## src/rtl/apb_pkg.sv

```systemverilog
// ============================================================================
// Module  : apb_pkg
// Brief   : Shared types and constants for the arbitrating APB master.
// Revision: 1.0 - initial release
// ============================================================================
`default_nettype none

package apb_pkg;

    typedef enum logic [1:0] {
        ST_IDLE   = 2'd0,
        ST_SETUP  = 2'd1,
        ST_ACCESS = 2'd2
    } apb_state_t;

    typedef struct packed {
        logic psel;
        logic penable;
    } apb_phase_t;

    localparam apb_phase_t c_phase_idle   = '{psel: 1'b0, penable: 1'b0};
    localparam apb_phase_t c_phase_setup  = '{psel: 1'b1, penable: 1'b0};
    localparam apb_phase_t c_phase_access = '{psel: 1'b1, penable: 1'b1};

    // A disabled timeout still needs a one-bit counter to keep declarations legal.
    function automatic int cnt_width(input int timeout);
        return (timeout > 0) ? $clog2(timeout + 1) : 1;
    endfunction

endpackage

`default_nettype wire

```

## src/rtl/apb_rr_arbiter.sv

```systemverilog
// ============================================================================
// Module  : apb_rr_arbiter
// Brief   : Combinational round-robin grant; scans from ptr+1 modulo NREQ.
// Revision: 1.0 - initial release
// ============================================================================
`default_nettype none

module apb_rr_arbiter #(
    parameter int NREQ = 4,
    parameter int PW   = $clog2(NREQ)
) (
    input  logic [NREQ-1:0] req,
    input  logic [PW-1:0]   ptr,
    output logic [NREQ-1:0] grant,
    output logic [PW-1:0]   grant_idx,
    output logic            any
);

    always_comb begin : p_scan
        int idx;
        grant     = '0;
        grant_idx = '0;
        any       = 1'b0;
        idx       = 0;
        for (int off = 1; off <= NREQ; off++) begin
            idx = int'(ptr) + off;
            if (idx >= NREQ) begin
                idx = idx - NREQ;
            end
            if (!any && req[idx]) begin
                grant[idx] = 1'b1;
                grant_idx  = PW'(idx);
                any        = 1'b1;
            end
        end
    end

endmodule

`default_nettype wire

```

## src/rtl/apb_arb_master.sv

```systemverilog
// ============================================================================
// Module  : apb_arb_master
// Brief   : Round-robin multi-requester APB master with timeout abort.
// Revision: 1.0 - initial release
// ============================================================================
`default_nettype none

module apb_arb_master
    import apb_pkg::*;
#(
    parameter int NREQ    = 4,
    parameter int AW      = 32,
    parameter int DW      = 32,
    parameter int TIMEOUT = 16
) (
    input  logic             pclk,
    input  logic             preset,
    input  logic [NREQ-1:0]  req_valid,
    input  logic [NREQ-1:0]  req_write,
    input  logic [NREQ*AW-1:0] req_addr,
    input  logic [NREQ*DW-1:0] req_wdata,
    output logic [NREQ-1:0]  req_ready,
    output logic [NREQ-1:0]  rsp_valid,
    output logic [DW-1:0]    rsp_rdata,
    output logic             rsp_err,
    output logic [AW-1:0]    paddr,
    output logic             pwrite,
    output logic             psel,
    output logic             penable,
    output logic [DW-1:0]    pwdata,
    input  logic [DW-1:0]    prdata,
    input  logic             pready,
    input  logic             pslverr
);

    localparam int c_pw = $clog2(NREQ);
    localparam int c_cw = cnt_width(TIMEOUT);
    localparam logic [c_cw-1:0] c_cnt_sat  = '1;
    localparam logic [c_cw-1:0] c_cnt_last = (TIMEOUT > 0) ? c_cw'(TIMEOUT - 1) : '0;
    localparam logic [c_pw-1:0] c_ptr_rst  = c_pw'(NREQ - 1);

    apb_state_t      r_state, w_state_nxt;
    logic [c_pw-1:0] r_ptr, w_ptr_nxt;
    logic [NREQ-1:0] r_gnt, w_gnt_nxt;
    logic [c_cw-1:0] r_cnt, w_cnt_nxt;
    logic [AW-1:0]   r_paddr, w_paddr_nxt;
    logic            r_pwrite, w_pwrite_nxt;
    logic [DW-1:0]   r_pwdata, w_pwdata_nxt;
    apb_phase_t      r_phase, w_phase_nxt;
    logic [NREQ-1:0] r_req_ready, w_req_ready_nxt;
    logic [NREQ-1:0] r_rsp_valid, w_rsp_valid_nxt;
    logic [DW-1:0]   r_rsp_rdata, w_rsp_rdata_nxt;
    logic            r_rsp_err, w_rsp_err_nxt;

    logic [NREQ-1:0] w_gnt;
    logic [c_pw-1:0] w_gnt_idx;
    logic            w_any;
    logic [AW-1:0]   w_win_addr;
    logic [DW-1:0]   w_win_wdata;
    logic            w_win_write;
    logic            w_to_hit;

    apb_rr_arbiter #(
        .NREQ (NREQ),
        .PW   (c_pw)
    ) u_arb (
        .req       (req_valid),
        .ptr       (r_ptr),
        .grant     (w_gnt),
        .grant_idx (w_gnt_idx),
        .any       (w_any)
    );

    assign w_win_addr  = req_addr[int'(w_gnt_idx)*AW +: AW];
    assign w_win_wdata = req_wdata[int'(w_gnt_idx)*DW +: DW];
    assign w_win_write = req_write[w_gnt_idx];
    // Counter was cleared in SETUP, so reaching TIMEOUT-1 here means this is the last allowed cycle.
    assign w_to_hit    = (TIMEOUT != 0) && (r_cnt == c_cnt_last);

    always_ff @(posedge pclk or posedge preset) begin
        if (preset) begin
            r_state <= ST_IDLE;
        end else begin
            r_state <= w_state_nxt;
        end
    end

    always_comb begin
        w_state_nxt = r_state;
        case (r_state)
            ST_IDLE:   if (w_any) w_state_nxt = ST_SETUP;
            ST_SETUP:  w_state_nxt = ST_ACCESS;
            ST_ACCESS: if (pready || w_to_hit) w_state_nxt = ST_IDLE;
            default:   w_state_nxt = ST_IDLE;
        endcase
    end

    always_comb begin
        w_ptr_nxt       = r_ptr;
        w_gnt_nxt       = r_gnt;
        w_cnt_nxt       = r_cnt;
        w_paddr_nxt     = r_paddr;
        w_pwrite_nxt    = r_pwrite;
        w_pwdata_nxt    = r_pwdata;
        w_phase_nxt     = r_phase;
        w_req_ready_nxt = '0;
        w_rsp_valid_nxt = '0;
        w_rsp_rdata_nxt = r_rsp_rdata;
        w_rsp_err_nxt   = r_rsp_err;
        case (r_state)
            ST_IDLE: begin
                w_phase_nxt = c_phase_idle;
                if (w_any) begin
                    w_paddr_nxt     = w_win_addr;
                    w_pwrite_nxt    = w_win_write;
                    w_pwdata_nxt    = w_win_wdata;
                    w_phase_nxt     = c_phase_setup;
                    w_req_ready_nxt = w_gnt;
                    w_gnt_nxt       = w_gnt;
                    w_ptr_nxt       = w_gnt_idx;
                end
            end
            ST_SETUP: begin
                w_phase_nxt = c_phase_access;
                w_cnt_nxt   = '0;
            end
            ST_ACCESS: begin
                if (pready) begin
                    w_rsp_valid_nxt = r_gnt;
                    w_rsp_err_nxt   = pslverr;
                    w_rsp_rdata_nxt = (!r_pwrite && !pslverr) ? prdata : '0;
                    w_phase_nxt     = c_phase_idle;
                end else if (w_to_hit) begin
                    w_rsp_valid_nxt = r_gnt;
                    w_rsp_err_nxt   = 1'b1;
                    w_rsp_rdata_nxt = '0;
                    w_phase_nxt     = c_phase_idle;
                end else if (r_cnt != c_cnt_sat) begin
                    w_cnt_nxt = r_cnt + 1'b1;
                end
            end
            default: begin
                w_phase_nxt = c_phase_idle;
            end
        endcase
    end

    always_ff @(posedge pclk or posedge preset) begin
        if (preset) begin
            r_ptr       <= c_ptr_rst;
            r_gnt       <= '0;
            r_cnt       <= '0;
            r_paddr     <= '0;
            r_pwrite    <= 1'b0;
            r_pwdata    <= '0;
            r_phase     <= c_phase_idle;
            r_req_ready <= '0;
            r_rsp_valid <= '0;
            r_rsp_rdata <= '0;
            r_rsp_err   <= 1'b0;
        end else begin
            r_ptr       <= w_ptr_nxt;
            r_gnt       <= w_gnt_nxt;
            r_cnt       <= w_cnt_nxt;
            r_paddr     <= w_paddr_nxt;
            r_pwrite    <= w_pwrite_nxt;
            r_pwdata    <= w_pwdata_nxt;
            r_phase     <= w_phase_nxt;
            r_req_ready <= w_req_ready_nxt;
            r_rsp_valid <= w_rsp_valid_nxt;
            r_rsp_rdata <= w_rsp_rdata_nxt;
            r_rsp_err   <= w_rsp_err_nxt;
        end
    end

    assign req_ready = r_req_ready;
    assign rsp_valid = r_rsp_valid;
    assign rsp_rdata = r_rsp_rdata;
    assign rsp_err   = r_rsp_err;
    assign paddr     = r_paddr;
    assign pwrite    = r_pwrite;
    assign pwdata    = r_pwdata;
    assign psel      = r_phase.psel;
    assign penable   = r_phase.penable;

endmodule

`default_nettype wire
```

## config.mk

```make
export PLATFORM = sky130hd
export DESIGN_NAME = apb_arb_master
export DESIGN_NICKNAME = d
export VERILOG_FILES = /design/src/rtl/apb_pkg.sv /design/src/rtl/apb_rr_arbiter.sv /design/src/rtl/apb_arb_master.sv
export SDC_FILE = /design/constraint.sdc
export NUM_CORES = 1
export LEC_CHECK = 0
export BUFFER_PORTS_ARGS = -buffer_cell sky130_fd_sc_hd__buf_2
export CORE_MARGIN = 5
export CORE_UTILIZATION = 24
export DETAILED_ROUTE_END_ITERATION = 6
export PLACE_DENSITY = 0.45
export SLEW_MARGIN = 20
export SYNTH_ARGS = -nofsm -noshare
export SYNTH_HDL_FRONTEND = slang
export SYNTH_SLANG_ARGS = --single-unit
```

## constraint.sdc

```tcl
create_clock -name pclk -period 3.8 [get_ports pclk]
set_input_delay 0.19 -clock pclk [delete_from_list [all_inputs] [get_ports pclk]]
set_output_delay 0.19 -clock pclk [all_outputs]
set_load 0.1 [all_outputs]
```

==> impl_metrics.json, run 1 <==
{
  "status": "finished, final reports clean",
  "io_pins": 408,
  "synth.distinct_cells": 47,
  "io_buffers": 407,
  "grt_overflow": 0,
  "cts_buffers": 17,
  "routedWlPerCell_microns": 22.1,
  "fmaxAchievable_mhz": 278,
  "cts_sinks": 121,
  "design.die.area_sq_mm": 0.0369,
  "synth_area_leaders": "dfrtp_1, a2111oi_0, nor2_1",
  "arrival_ps": 3960,
  "drt_iter0_markers": 448,
  "endpoint": "paddr[13]",
  "finalCriticalPeriod_ps": 3590,
  "cts_setup_buffers": 0,
  "syn-num-nets": 1164,
  "hp-class": "input port to flop",
  "synth_edf_count": 0,
  "cp-startpoint": "r_ptr[0]",
  "hpwl_microns": 27000,
  "synth-seq-cells": 121,
  "grt_pass1_wl_microns": 56700,
  "coreArea_sq_mm": 0.0326,
  "syn2layout_area_growth_pct": 46.9,
  "synth_ff_type": "dfrtp_1",
  "path_buf_inv": 2,
  "min_period_over_period_pct": 94.6,
  "worstPathRequired_ps": 4170,
  "worstSetupStartpointType": "flop",
  "tritoncts": "yes",
  "synth_top_area_share_pct": 37.4,
  "rsz0062_at_grt": "false",
  "clk_pin_slew_ps": 70,
  "synthArstFlopShare_pct": 100,
  "root_buffer": "clkbuf_16",
  "clock_path_buffers": 2,
  "maxCapViolations": 0,
  "r2r_slack_ps": 210,
  "cp_num_cells": 8,
  "gp_routability_congestion": 0.797,
  "layout-drive-gt1-share_pct": 38.9,
  "drt_wl_total_microns": 38300,
  "clk_latency_ps": 420,
  "rows": 66,
  "synth.avg_cell_area_sq_um": 9.32,
  "vias_per_cell": 5.16,
  "grt_pass1_vias": 9348,
  "firstDrtPassIters": 7,
  "tightest_slew_ps": 1010,
  "setup_viol": 0,
  "r2r-start": "r_ptr[0]",
  "end_kind": "flop",
  "finClkSkew_ps": 12.9,
  "slowest_delay_ps": 680,
  "timing.rr.end": "paddr[13]",
  "timing.slew.headroom_pct": 32.6,
  "grt.total_usage_pct": 20.0,
  "num_vias": 8965,
  "crit_chain": "mux4_2 > nor2b_1 > or2_2 > buf_12 > o22ai_1 > a2111oi_0 > buf_4 > a211o_1",
  "synth_common_cells": "nor2_1, dfrtp_1, o22ai_1",
  "hold_viol_final": 0,
  "rr_worst_depth": 8,
  "start_util_pct": 24.4,
  "yosysWarnings": 0,
  "crit_type": "flop to flop",
  "num-nets-final": 1585,
  "synthCells": 853,
  "finalSetupTns_ps": 0,
  "yosysSeqAreaShare_pct": 38.1,
  "syn_area_sq_mm": 0.00795,
  "ant_nets": 0,
  "synth_area_leader_cell": "dfrtp_1",
  "slowest_stage": "dfstp_2",
  "critPathMaxFanout": 28,
  "die_w_microns": 192,
  "finalMaxSlewViolations": 0,
  "cp_top_family": "simple AND/OR/NAND/NOR gates",
  "die_h_microns": 192,
  "grt_antenna_before_repair": 10,
  "grt_max_degree": 81,
  "synth.most_common_cell": "nor2_1",
  "drc": 0,
  "htreeDepth": 4
}
layer usage:
layer	vias to the layer above	track usage (%)	part of all wire [%]
li1	4223	-	-
met1	4313	24.5	41
met5	-	0	0.070
met2	377	33.3	48
met4	4	6.91	2.2
met3	48	6.03	8.3
metrics by stage:
| step | worst slack (ps) | utilization, % | instance area, sq um | hold WS, ps | std cells |
|---|---|---|---|---|---|
| finish | 205 | 35.8 | 11700 | 18.3 | 1737 |
| global route | 101 | 35.8 | 11700 | 11.5 | 1735 |
| CTS | 195 | 35.7 | 11700 | 7.70 | 1729 |
| detailed placement | 202 | 32.5 | 10600 | 411 | 1650 |
| global placement | 295 | 32.5 | 10600 | 406 | 1650 |
| floorplan | 399 | - | 7950 | 322 | 853 |
final cells by class:
cell class / count / area, sq um
Tap cell: 442 / 553
Inverter: 6 / 27.5
Antenna cell: 8 / 20.0
Clock inverter: 15 / 153
Multi-Input combinational cell: 639 / 4580
Timing Repair Buffer: 489 / 2900
Sequential cell: 121 / 3030
Clock buffer: 17 / 425
Fill cell: 3372 / 20900
logic make-up (layout without fill, tap and decap cells):
kind of cell             after synthesis  in the layout  synth area share [%]
other                                  0              8                     0
XOR/XNOR                               3              3                 0.330
AO/OA/AOI/OAI                        353            353                  34.7
buffers and inverters                 93            527                  5.24
flip-flops                           121            121                  38.1
AND/OR/NAND/NOR                      214            214                  11.9
multiplexers                          58             58                  7.96
adder cells (fa/ha/maj)               11             11                  1.73
worst min path at each step:
stage,startpoint,end,cells after the start
2_1_floorplan,req_addr[74],paddr[10],1
3_3_place_gp,preset,rsp_rdata[15],2
3_5_place_dp,prdata[27],rsp_rdata[27],2
4_1_cts,req_addr[87],paddr[23],2
5_1_grt,prdata[30],rsp_rdata[30],2
6_report,req_addr[87],paddr[23],2
cells in the final DEF (no fill, tap or decap), types with 8 or more instances in the layout:
cell and count:
a21oi_1 50, dfrtp_1 119, buf_12 10, a2111oi_0 65, diode_2 8, o221ai_1 47, nor2_1 145, clkbuf_16 17
a2111o_1 16, buf_4 25, buf_2 407, nand2_1 13, o22ai_1 67, mux2i_1 51, dlygate4sd3_1 47, and2_1 36
a22o_1 32, ha_1 11, a211o_1 49
what timing repair did:
item / in CTS / in global routing
hold endpoints to repair: 118 / 0
gates resized for setup: 0 / 0
hold buffers: 47 / 0
flip-flops by register name, indices dropped and copies added (netlist names), 2 cells and up:
signal     cells
paddr         32
pwdata        32
rsp_rdata     32
r_cnt          5
r_state        2
r_gnt          4
req_ready      4
r_ptr          2
rsp_valid      4
Power of run 1 is left out: the tool's default activity adds up to more than one toggle a clock period on the data nets, which glitch-free logic cannot reach.
==> run 2, diff against run 1 <==
Settings changed: CORE_MARGIN 5 to default, HOLD_SLACK_MARGIN from default to 0.1, PLACE_DENSITY 0.45 to 0.46, SYNTH_HIERARCHICAL from default to 1.
==> run 2 against run 1 <==
  * Design area decreased by 0.87%
  * Setup slack got worse by 97 ps
  * Hold slack improved by 100 ps
  * Utilization grew 5.8 points
  * Die area fell by 21%
  * Critical path depth grew 1
==> impl_metrics.json, run 2 <==
{
  "timing.rr.end": "paddr[14]",
  "grt_overflow": 0,
  "synth-seq-cells": 121,
  "synth_top_area_share_pct": 43.7,
  "whs_path_depth": 3,
  "min_period_over_period_pct": 97.1,
  "clk_latency_ps": 420,
  "syn2layout_area_growth_pct": 69.9,
  "coreArea_sq_mm": 0.0279,
  "cts_sinks": 121,
  "synth-adder-area-share_pct": 2.02,
  "status": "finished, final reports clean",
  "r2r_slack_ps": 110,
  "die_h_microns": 171,
  "synth-xor-area-share_pct": 0,
  "ant_nets": 0,
  "yosysWarnings": 6,
  "n_fill_cell": 2704,
  "synth_ff_type": "dfrtp_1",
  "synth.avg_cell_area_sq_um": 11.3,
  "io_pins": 408,
  "end_kind": "flop",
  "hpwl_microns": 17200,
  "vias_per_cell": 4.58,
  "routedWlPerCell_microns": 16.4,
  "timing.slew.headroom_pct": 52.7,
  "syn-num-nets": 912,
  "fin_area_sq_mm": 0.0116,
  "finalMaxSlewViolations": 0,
  "syn_area_sq_mm": 0.00682,
  "start_util_pct": 24.5,
  "grt_pass1_wl_microns": 37200,
  "design.die.area_sq_mm": 0.0291,
  "worstSetupStartpointType": "flop",
  "grt_antenna_before_repair": 2,
  "layout.cells.most_common": "buf_2",
  "most-common-layout-cells": "buf_2, dlygate4sd3_1, mux2i_1",
  "grt_max_degree": 73,
  "rr_worst_depth": 9,
  "root_buffer": "clkbuf_16",
  "setup_ws_ps": 109,
  "layout-drive-gt1-share_pct": 43.0,
  "tritoncts": "yes",
  "firstDrtPassIters": 4,
  "drt_wl_total_microns": 25400,
  "critPathMaxFanout": 37,
  "htreeDepth": 4,
  "drc": 0,
  "whs_endpoint": "pwdata[11]",
  "synth_common_cells": "mux2i_1, dfrtp_1, nand2_1",
  "tightest_slew_ps": 709,
  "maxCapViolations": 0,
  "io_buffers": 407,
  "synth_edf_count": 0,
  "grt_pass1_vias": 6907,
  "yosys.area_share.simple_pct": 8.94,
  "synthCells": 601,
  "synth_top_family_by_area": "multiplexers",
  "die_w_microns": 171,
  "setup_viol": 0,
  "yosysSeqAreaShare_pct": 44.5,
  "synthArstFlopShare_pct": 100,
  "clk_pin_slew_ps": 70,
  "holdCritStartpoint": "req_wdata[43]",
  "place_ws_ps": 146,
  "rsz0062_at_grt": "true",
  "num_vias": 7096,
  "worstPathRequired_ps": 4120,
  "crit_type": "flop to flop",
  "finClkSkew_ps": 13.0,
  "num-nets-final": 1469,
  "gp_routability_congestion": 0.774,
  "hp-class": "input port to flop",
  "grt.total_usage_pct": 16.6,
  "finalCriticalPeriod_ps": 3690,
  "rows": 61,
  "synth_area_leader_cell": "dfrtp_1",
  "synth_area_leaders": "dfrtp_1, mux2i_1, o221ai_2",
  "hold_viol_final": 0,
  "synth.distinct_cells": 48,
  "fmaxAchievable_mhz": 271,
  "arrival_ps": 4010,
  "synth.most_common_cell": "mux2i_1",
  "r2r-start": "r_ptr[0]",
  "placed_cell_area_sq_mm": 0.00930,
  "synth.mux.area_fraction_pct": 21.8,
  "drt_iter0_markers": 414,
  "synth_compound_area_share_pct": 18.4,
  "clock_path_buffers": 2,
  "cts_buffers": 17
}
run 2: stage by stage:
stage	cells	TNS, ps	hold WS (ps)	utilization, %
after floorplan	601	0	323	-
after global placement	1352	0	348	33.4
after detailed placement	1352	0	356	33.4
after CTS	1546	0	100	41.4
after global routing	1550	-26.4	105	41.6
final	1550	0	119	41.6
run 2: worst max-delay path by stage:
stage | to | from | depth (start not counted) | slack (ps)
6_report | paddr[14] | r_ptr[0] | 9 | 110
2_1_floorplan | paddr[8] | r_ptr[0] | 13 | 10
3_5_place_dp | paddr[19] | r_ptr[0] | 9 | 150
5_1_grt | paddr[23] | r_ptr[0] | 9 | -8
3_3_place_gp | paddr[14] | r_ptr[1] | 9 | 180
4_1_cts | paddr[11] | r_ptr[0] | 10 | 100
run 2: per-layer routing:
layer / part of all wire, % / vias to the layer above / global-route usage [%]
met5: 0.039 / - / 0
met4: 2.4 / 2 / 6.35
met3: 5.8 / 40 / 3.38
met2: 51 / 277 / 29.7
met1: 41 / 3375 / 19.3
li1: - / 3402 / -
run 2: cells by family (layout without fill, tap and decap cells):
group	after synthesis	after routing
AO/OA/AOI/OAI	132	132
buffers and inverters	63	633
adder cells (fa/ha/maj)	11	11
multiplexers	143	143
AND/OR/NAND/NOR	131	131
other	0	1
flip-flops	121	121
run 2: what timing repair did:
action                                  4_1_cts  5_1_grt
buffers inserted                              0        2
endpoints found under the setup margin        0       16
endpoints found under the hold margin       126        0
hold buffers                                162        0
resized for setup                             0        1
run 2: critical path: stages (launching register included):
cell and delay [ps]:
dfstp_2 560, inv_4 50, ha_4 330, mux4_2 620, or2_1 270, or4_1 500
and3_4 170, or4b_4 510, buf_4 280, o221ai_1 260
run 2: final cells by class:
class	instances	area [sq um]	share of cell area [%]
Antenna cell	1	2.50	0.0216
Clock buffer	17	425	3.67
Clock inverter	15	181	1.57
Inverter	12	51.3	0.443
Multi-Input combinational cell	417	3540	30.6
Sequential cell	121	3030	26.2
Tap cell	378	473	4.08
Timing Repair Buffer	589	3880	33.5
Power of run 2 is left out for the same reason.
